===== config.mk =====
export PLATFORM = sky130hd
export DESIGN_NAME = uart_tx_arbiter
export DESIGN_NICKNAME = d
export VERILOG_FILES = /design/src/rtl/uart_tx_arbiter.sv
export SDC_FILE = /design/constraint.sdc
export NUM_CORES = 1
export LEC_CHECK = 0
export CAP_MARGIN = 20
export CORE_ASPECT_RATIO = 0.5
export CORE_UTILIZATION = 35
export DETAILED_ROUTE_END_ITERATION = 8
export HOLD_SLACK_MARGIN = 0.03
export PLACE_DENSITY = 0.55
export SYNTH_ARGS = -nofsm -noshare
export SYNTH_HDL_FRONTEND = slang
export SYNTH_SLANG_ARGS = --single-unit
export TNS_END_PERCENT = 100

===== constraint.sdc =====
create_clock -name clk -period 3.5 [get_ports clk]
set_clock_uncertainty 0.2 [all_clocks]
set_input_delay 0.525 -clock clk [delete_from_list [all_inputs] [get_ports clk]]
set_output_delay 0.525 -clock clk [all_outputs]
set_load 0.03 [all_outputs]

===== src/rtl/uart_tx_arbiter.sv =====
// uart_tx_arbiter: two-requester byte FIFO arbiter feeding a single RS232 transmitter.
// Ports:
//   clk, rst_in           - clock, asynchronous active-low reset
//   wrData0/wrEn0         - push port of requester 0 (RX echo path)
//   wrData1/wrEn1         - push port of requester 1 (CPU port)
//   txBusy                - busy flag from the transmitter
//   txData/txStart        - byte and one-cycle start pulse to the transmitter
//   full0/full1           - FIFO n holds DEPTH bytes
//   ovf0/ovf1, ovfClr     - sticky dropped-push flags and their clear
//   timeoutErr            - sticky: transmitter never acknowledged a start (cleared by ovfClr)
module uart_tx_arbiter #(
    parameter int DEPTH       = 4,
    parameter int ACK_TIMEOUT = 15
) (
    input  logic       clk,
    input  logic       rst_in,
    input  logic [7:0] wrData0,
    input  logic       wrEn0,
    input  logic [7:0] wrData1,
    input  logic       wrEn1,
    input  logic       txBusy,
    output logic [7:0] txData,
    output logic       txStart,
    output logic       full0,
    output logic       full1,
    output logic       ovf0,
    output logic       ovf1,
    input  logic       ovfClr,
    output logic       timeoutErr
);
    localparam int PW = $clog2(DEPTH);
    localparam int CW = PW + 1;
    localparam int TW = $clog2(ACK_TIMEOUT + 1);

    typedef enum logic [1:0] {IDLE, LOAD, WAIT_ACK, WAIT_DONE} state_e;

    state_e        state_q;
    logic [7:0]    mem_q [2][DEPTH];
    logic [PW-1:0] wr_ptr_q [2];
    logic [PW-1:0] rd_ptr_q [2];
    logic [CW-1:0] cnt_q [2];
    logic [1:0]    ovf_q, ovf_d;
    logic          grant_q, last_q;
    logic [TW-1:0] tmo_q;
    logic [7:0]    tx_data_q;
    logic          tx_start_q, tmo_err_q, tmo_err_d, tmo_hit;
    logic [7:0]    wr_data [2];
    logic [1:0]    wr_en, ne, pop, push, drop;

    assign wr_data[0] = wrData0;
    assign wr_data[1] = wrData1;
    assign wr_en      = {wrEn1, wrEn0};

    // A full FIFO still accepts a push in the cycle its head is popped by LOAD.
    always_comb begin
        ne   = '0;
        pop  = '0;
        push = '0;
        drop = '0;
        for (int i = 0; i < 2; i++) begin
            ne[i]   = cnt_q[i] != '0;
            pop[i]  = state_q == LOAD && grant_q == 1'(i);
            push[i] = wr_en[i] && (cnt_q[i] != CW'(DEPTH) || pop[i]);
            drop[i] = wr_en[i] && !push[i];
        end
    end

    // Clear wins over a same-cycle set for all sticky flags.
    assign ovf_d     = ovfClr ? 2'b00 : (ovf_q | drop);
    assign tmo_hit   = state_q == WAIT_ACK && !txBusy && tmo_q == TW'(ACK_TIMEOUT - 1);
    assign tmo_err_d = !ovfClr && (tmo_err_q || tmo_hit);

    always_ff @(posedge clk) begin
        for (int i = 0; i < 2; i++)
            if (push[i]) mem_q[i][wr_ptr_q[i]] <= wr_data[i];
    end

    always_ff @(posedge clk or negedge rst_in) begin
        if (!rst_in) begin
            for (int i = 0; i < 2; i++) begin
                wr_ptr_q[i] <= '0;
                rd_ptr_q[i] <= '0;
                cnt_q[i]    <= '0;
            end
        end else begin
            for (int i = 0; i < 2; i++) begin
                if (push[i]) wr_ptr_q[i] <= wr_ptr_q[i] + 1'b1;
                if (pop[i])  rd_ptr_q[i] <= rd_ptr_q[i] + 1'b1;
                cnt_q[i] <= cnt_q[i] + CW'(push[i]) - CW'(pop[i]);
            end
        end
    end

    always_ff @(posedge clk or negedge rst_in) begin
        if (!rst_in) begin
            state_q    <= IDLE;
            grant_q    <= 1'b0;
            last_q     <= 1'b1;
            tmo_q      <= '0;
            tx_data_q  <= 8'h00;
            tx_start_q <= 1'b0;
            tmo_err_q  <= 1'b0;
            ovf_q      <= 2'b00;
        end else begin
            tx_start_q <= 1'b0;
            ovf_q      <= ovf_d;
            tmo_err_q  <= tmo_err_d;
            case (state_q)
                IDLE: if (|ne && !txBusy) begin
                    state_q <= LOAD;
                    // Both pending: alternate; otherwise the only non-empty one.
                    grant_q <= &ne ? ~last_q : ~ne[0];
                end
                LOAD: begin
                    tx_data_q  <= mem_q[grant_q][rd_ptr_q[grant_q]];
                    tx_start_q <= 1'b1;
                    last_q     <= grant_q;
                    tmo_q      <= '0;
                    state_q    <= WAIT_ACK;
                end
                WAIT_ACK: begin
                    if (txBusy) state_q <= WAIT_DONE;
                    else if (tmo_hit) state_q <= IDLE;
                    else tmo_q <= tmo_q + 1'b1;
                end
                WAIT_DONE: if (!txBusy) state_q <= IDLE;
                default: state_q <= IDLE;
            endcase
        end
    end

    assign txData     = tx_data_q;
    assign txStart    = tx_start_q;
    assign full0      = cnt_q[0] == CW'(DEPTH);
    assign full1      = cnt_q[1] == CW'(DEPTH);
    assign ovf0       = ovf_q[0];
    assign ovf1       = ovf_q[1];
    assign timeoutErr = tmo_err_q;
endmodule


### Word-level counts from Yosys, hierarchy flattened

Memory sizes are Yosys's and may differ from the RTL's.
Index checks and enable logic that the tools add are counted.

* bits in registers: 34
* RAM bits: 64
* input port bits: 22
* output and inout bits: 14
* word-level logic and storage cells: 104
* memories kept: 1

Memories
* mem_q: words 2, width 32, read ports 1, clocked after Yosys merged registers in 0, wr ports 2, line 38 `logic [7:0] mem_q [2][DEPTH];`

* add/subtract/negate cells: 9
* magnitude comparators: 6
* equality and inequality tests: 13
* muxes and demuxes: 25
* bitwise gates (word level): 8
* reduce and logical (&&, ||, !) cells: 28

Operator list (number)
* two-way mux 32 bit: 2
* demux 8 bit (select 2 bit): 2
* two-way mux 8 bit: 4
* binary-select mux 8 bit (select 2 bit): 1
* two-way mux 2 bit: 8
* logical AND 1 bit: 12
* >= comparator 3 bit, second input constant: 3
* != test 3 bit, second input constant: 3
* inverter 2 -> 3 bit: 3
* adder 2 x 1 -> 2 bit, second input constant: 4
* two-way mux 4 bit: 2
* != test 2 bit, second input constant: 4
* case mux 2 bit (4 select lines): 1
* case mux 4 bit (2 select lines): 1
* adder 3 x 1 -> 3 bit: 2
* equality test 3 bit, second input constant: 2
* < comparator 3 x 1 -> 1 bit, second input constant: 2
* AND reduction 3 bit: 2
* nonzero test 3 bit: 2
* subtractor 3 x 1 -> 3 bit: 2
* adder 4 x 1 -> 4 bit, second input constant: 1
* equality test 2 bit, second input constant: 2
* equality test 4 bit, second input constant: 1
* logical NOT 1 bit: 4
* other kinds (11): 19

### Longest topological paths before layout

* word-level depth: 8
* mapped depth: 11
* mapped depth without buffers: 10

### Worst setup path before layout

Ideal clock, no wire load.

* kind: register to register
* from: register cnt_q[1] (netlist name)
* to: register cnt_q[2] (netlist name)
* library setup time: 0.126 ns
* data arrival time: 2.294 ns
* required time: 3.174 ns
* slack: 0.880 ns
* cell stages (with the launch flop): 11
* path buffers: 0
* clock period less this slack: 2.620 ns
* path through: dfrtp_1 nor3b_2 a21boi_2 inv_1 ha_1 inv_1 ha_1 inv_1 fa_1 xnor2_1 xnor2_1

* word-level cells in the longest chain between the ends: 5

Ends and longest elaborated chain
* start: declaration: line 41 `logic [CW-1:0] cnt_q [2];`
* start signal: indexed assignment: line 89 `cnt_q[i] <= cnt_q[i] + CW'(push[i]) - CW'(pop[i]);`
* != test 3 bit: line 63 `push[i] = wr_en[i] && (cnt_q[i] != CW'(DEPTH) || pop[i]);`
* logical OR 1 bit: line 63
* logical AND 1 bit: line 63
* adder 3 x 1 -> 3 bit (*): line 89
* subtractor 3 x 1 -> 3 bit (*): line 89

Every way passes the cells marked *; elsewhere a longest branch is shown, timed or not.
A chain may end at the register's enable or synchronous reset.

### Worst setup path after layout

* from: register grant_q
* to: register cnt_q[2] (netlist name)

* word-level cells in the longest chain between the ends: 5

Ends and longest elaborated chain
* start: declaration: line 43 `logic grant_q, last_q;`
* start signal: assignment: line 112 `grant_q <= &ne ? ~last_q : ~ne[0];`
* logical AND 1 bit (*): line 62 `pop[i] = state_q == LOAD && grant_q == 1'(i);`
* logical OR 1 bit: line 63
* logical AND 1 bit: line 63
* adder 3 x 1 -> 3 bit: line 89
* subtractor 3 x 1 -> 3 bit (*): line 89

Marked as above.

==> metrics.yaml <==
synthFlopType: "edfxtp_1"
post_cts_resize_count: 0
critical_path.max_fanout: 15
htree_levels: 3
core-area_mm2: 0.0113
clk_pin_slew_ns: 0.06
postRouteWirelength_um: 7530
post-route-drc-count: 0
grt_first_pass_wirelength_um: 12200
die_height_um: 79.2
route.detailed.wl_per_inst_um: 15.9
unrepaired_setup_endpoints_after_global_routing: "false"
synth.cell_area_mm2: 0.00417
finalSetupViolCount: 0
synth-edff-count: 64
design.final.nets: 347
grt_start_max_net_pins: 35
yosysSeqAreaShare_pct: 66.5
tritoncts: "built"
final_critical_path_setup_slack_ns: 0.466
timing.critical_path.to_type: "register"
synth-async-reset-ratio_pct: 34.7
leakage_uw: 0.00190
hold_buffers: 0
place.detailed.hpwl_um: 5460
cts_buffers: 9
netlist.top_cell.by_area: "edfxtp_1"
timing_worst_setup_path_type: "reg -> reg"
detailroute.via_count: 2260
post_cts_buffers: 0
avgSynthCellArea_um2: 15.3
place_ws_ns: 0.486
final_core_utilization_pct: 44.2
syn-num-nets: 310
detail-route-antenna-nets: 0
gpl.final_weighted_congestion: 0.762
final_max_slew_viol_count: 0
cts_buffer_depth: 2
status: "complete, no violations"
fmax_mhz: 330
io-pin-count: 36
number_of_global_route_vias_before_repair: 2443
area_growth_syn_to_layout_pct: 19.7
total_of_buffers_placed_on_input_and_output_ports: 35
first_pass_iters: 6
finalWorstPathRequiredPeriod_ns: 3.03
drtIter0Drc: 118
yosys_synthesis_warning_count: 0
synth_seq_cells: 98
numPlacedInstances: 457
start_kind: "register"
syn_inst: 272
final.setup.tns_ns: 0
hp-class: "in -> async"
die_w_um: 156
gr-usage-all-layers_pct: 13.5
die_area_mm2: 0.0124
synth_area_leaders: "edfxtp_1 46%, dfrtp_1 20%, mux2_2 6.5%, mux2i_1 4.3%, ha_1 4.2%"
synth_common_cells: "64 x edfxtp_1, 33 x dfrtp_1, 24 x mux2_2, 18 x mux2i_1, 16 x inv_1"
data_arrival_time_of_the_critical_path_ns: 3.10
clock_sinks: 98
number_of_antenna_violations_at_the_first_check_in_global_routing: 0
finish.cell_count_without_fillers: 473
cap_viol_max_count: 0
hold-worst-slack_ns: 0.103
insertion_delay_ns: 0.33
peakVddDrop_mv: 0.222
slew_headroom_pct: 40.6
worst_slew_pin_slew_ns: 0.891
floorplan.initialDensity_pct: 36.9
power_per_standard_cell_area_mw_per_mm2: 839
share_of_post_route_cells_with_drive_strength_above_1_pct: 15.3
placement_rows: 27
synth_cell_types: 40
grt_overflow: 0
yosys.cell_count.top_type: "edfxtp_1"
clock_tree.root_cell: "clkbuf_16"
min_period_over_period_pct: 86.7
synthDominantCellAreaShare_pct: 46.1
diodes: 0
crit_required_ns: 3.56
finalHoldViolations: 0
post_drt_via_cell_ratio: 4.78
## per-layer routing
metal | track usage, % | vias to the layer above | wire length, um
met1 | 16.2 | 1140 | 3420
met3 | 4.15 | 11 | 298
met5 | 0 | - | 0
met2 | 22.9 | 39 | 3700
met4 | 5.59 | 0 | 114
li1 | - | 1070 | -
## report_power, final
| group | leakage, uW | switching, uW | total, uW | internal (uW) |
|---|---|---|---|---|
| combinational | 0.000745 | 637 | 1260 | 622 |
| sequential | 0.00100 | 306 | 1890 | 1590 |
| clock | 0.000156 | 388 | 1030 | 642 |
## logic make-up after synthesis
group                    count (synthesis)  synth area share [%]
buffers and inverters                   26                  2.70
adder cells (fa/ha/maj)                 16                  5.16
XOR/XNOR                                10                  2.10
multiplexers                            44                  11.4
flip-flops                              98                  66.5
AND/OR/NAND/NOR                         47                  6.33
AO/OA/AOI/OAI                           31                  5.73
## critical path: stages, from the launching register on
cell and delay, ns:
dfrtp_1 0.72, nand3b_1 0.35, a21boi_2 0.39, inv_1 0.09, ha_1 0.28, inv_1 0.06
ha_1 0.13, inv_1 0.05, fa_1 0.37, xnor2_1 0.19, xnor2_1 0.13
## cell usage in the layout, fill, tap and decap left out, types with 2 or more instances in the layout
cell type        instances
nand2b_1                 2
clkbuf_16                9
o211ai_1                10
xnor2_1                 10
edfxtp_1                64
clkinv_2                 2
mux2i_1                 18
fa_1                     2
nor3b_2                  2
bufinv_16                2
nor2_1                   5
inv_1                   16
nand2_1                 15
a31oi_1                  4
clkdlybuf4s50_1         34
and2_1                   8
ha_1                    14
a22oi_1                  8
o21ai_0                  3
mux2_2                  24
nand3_1                  4
dfrtp_1                 33
nor3_1                   3
## metrics by stage
| stage | power, uW | instance area [um2] |
|---|---|---|
| 2_1_floorplan | 2770 | 4170 |
| 3_3_place_gp | 3110 | 4670 |
| 3_5_place_dp | 3200 | 4670 |
| 4_1_cts | 4240 | 4990 |
| 5_1_grt | 4450 | 4990 |
| 6_report | 4180 | 4990 |
## cell type report
class | instances | area (um2)
Fill cell | 1018 | 6290
Clock buffer | 11 | 243
Sequential cell | 98 | 2770
Clock inverter | 5 | 77.6
Inverter | 16 | 60.1
Timing Repair Buffer | 36 | 353
Tap cell | 159 | 199
Multi-Input combinational cell | 148 | 1280
## flip-flops by register name (all words and copies together) (netlist names), 2 cells and up
signal,cells
mem_q,64
state_q,2
txData,8
cnt_q,6
wr_ptr_q,4
ovf_q,2
tmo_q,4
rd_ptr_q,4
## path summary, 6_finish.rpt
kind,startpoint,to,slack (ns),cells after the start
setup / recovery,grant_q,cnt_q[2],0.47,10
hold / removal,rst_in,cnt_q[0],0.10,1
setup reg to reg,grant_q,cnt_q[2],0.47,10
hold reg to reg,last_q,last_q,0.26,2
max in group asynchronous,rst_in,txData[0],2.44,1
min in group clk,last_q,last_q,0.26,2
Power figures use the tool's default switching activity.
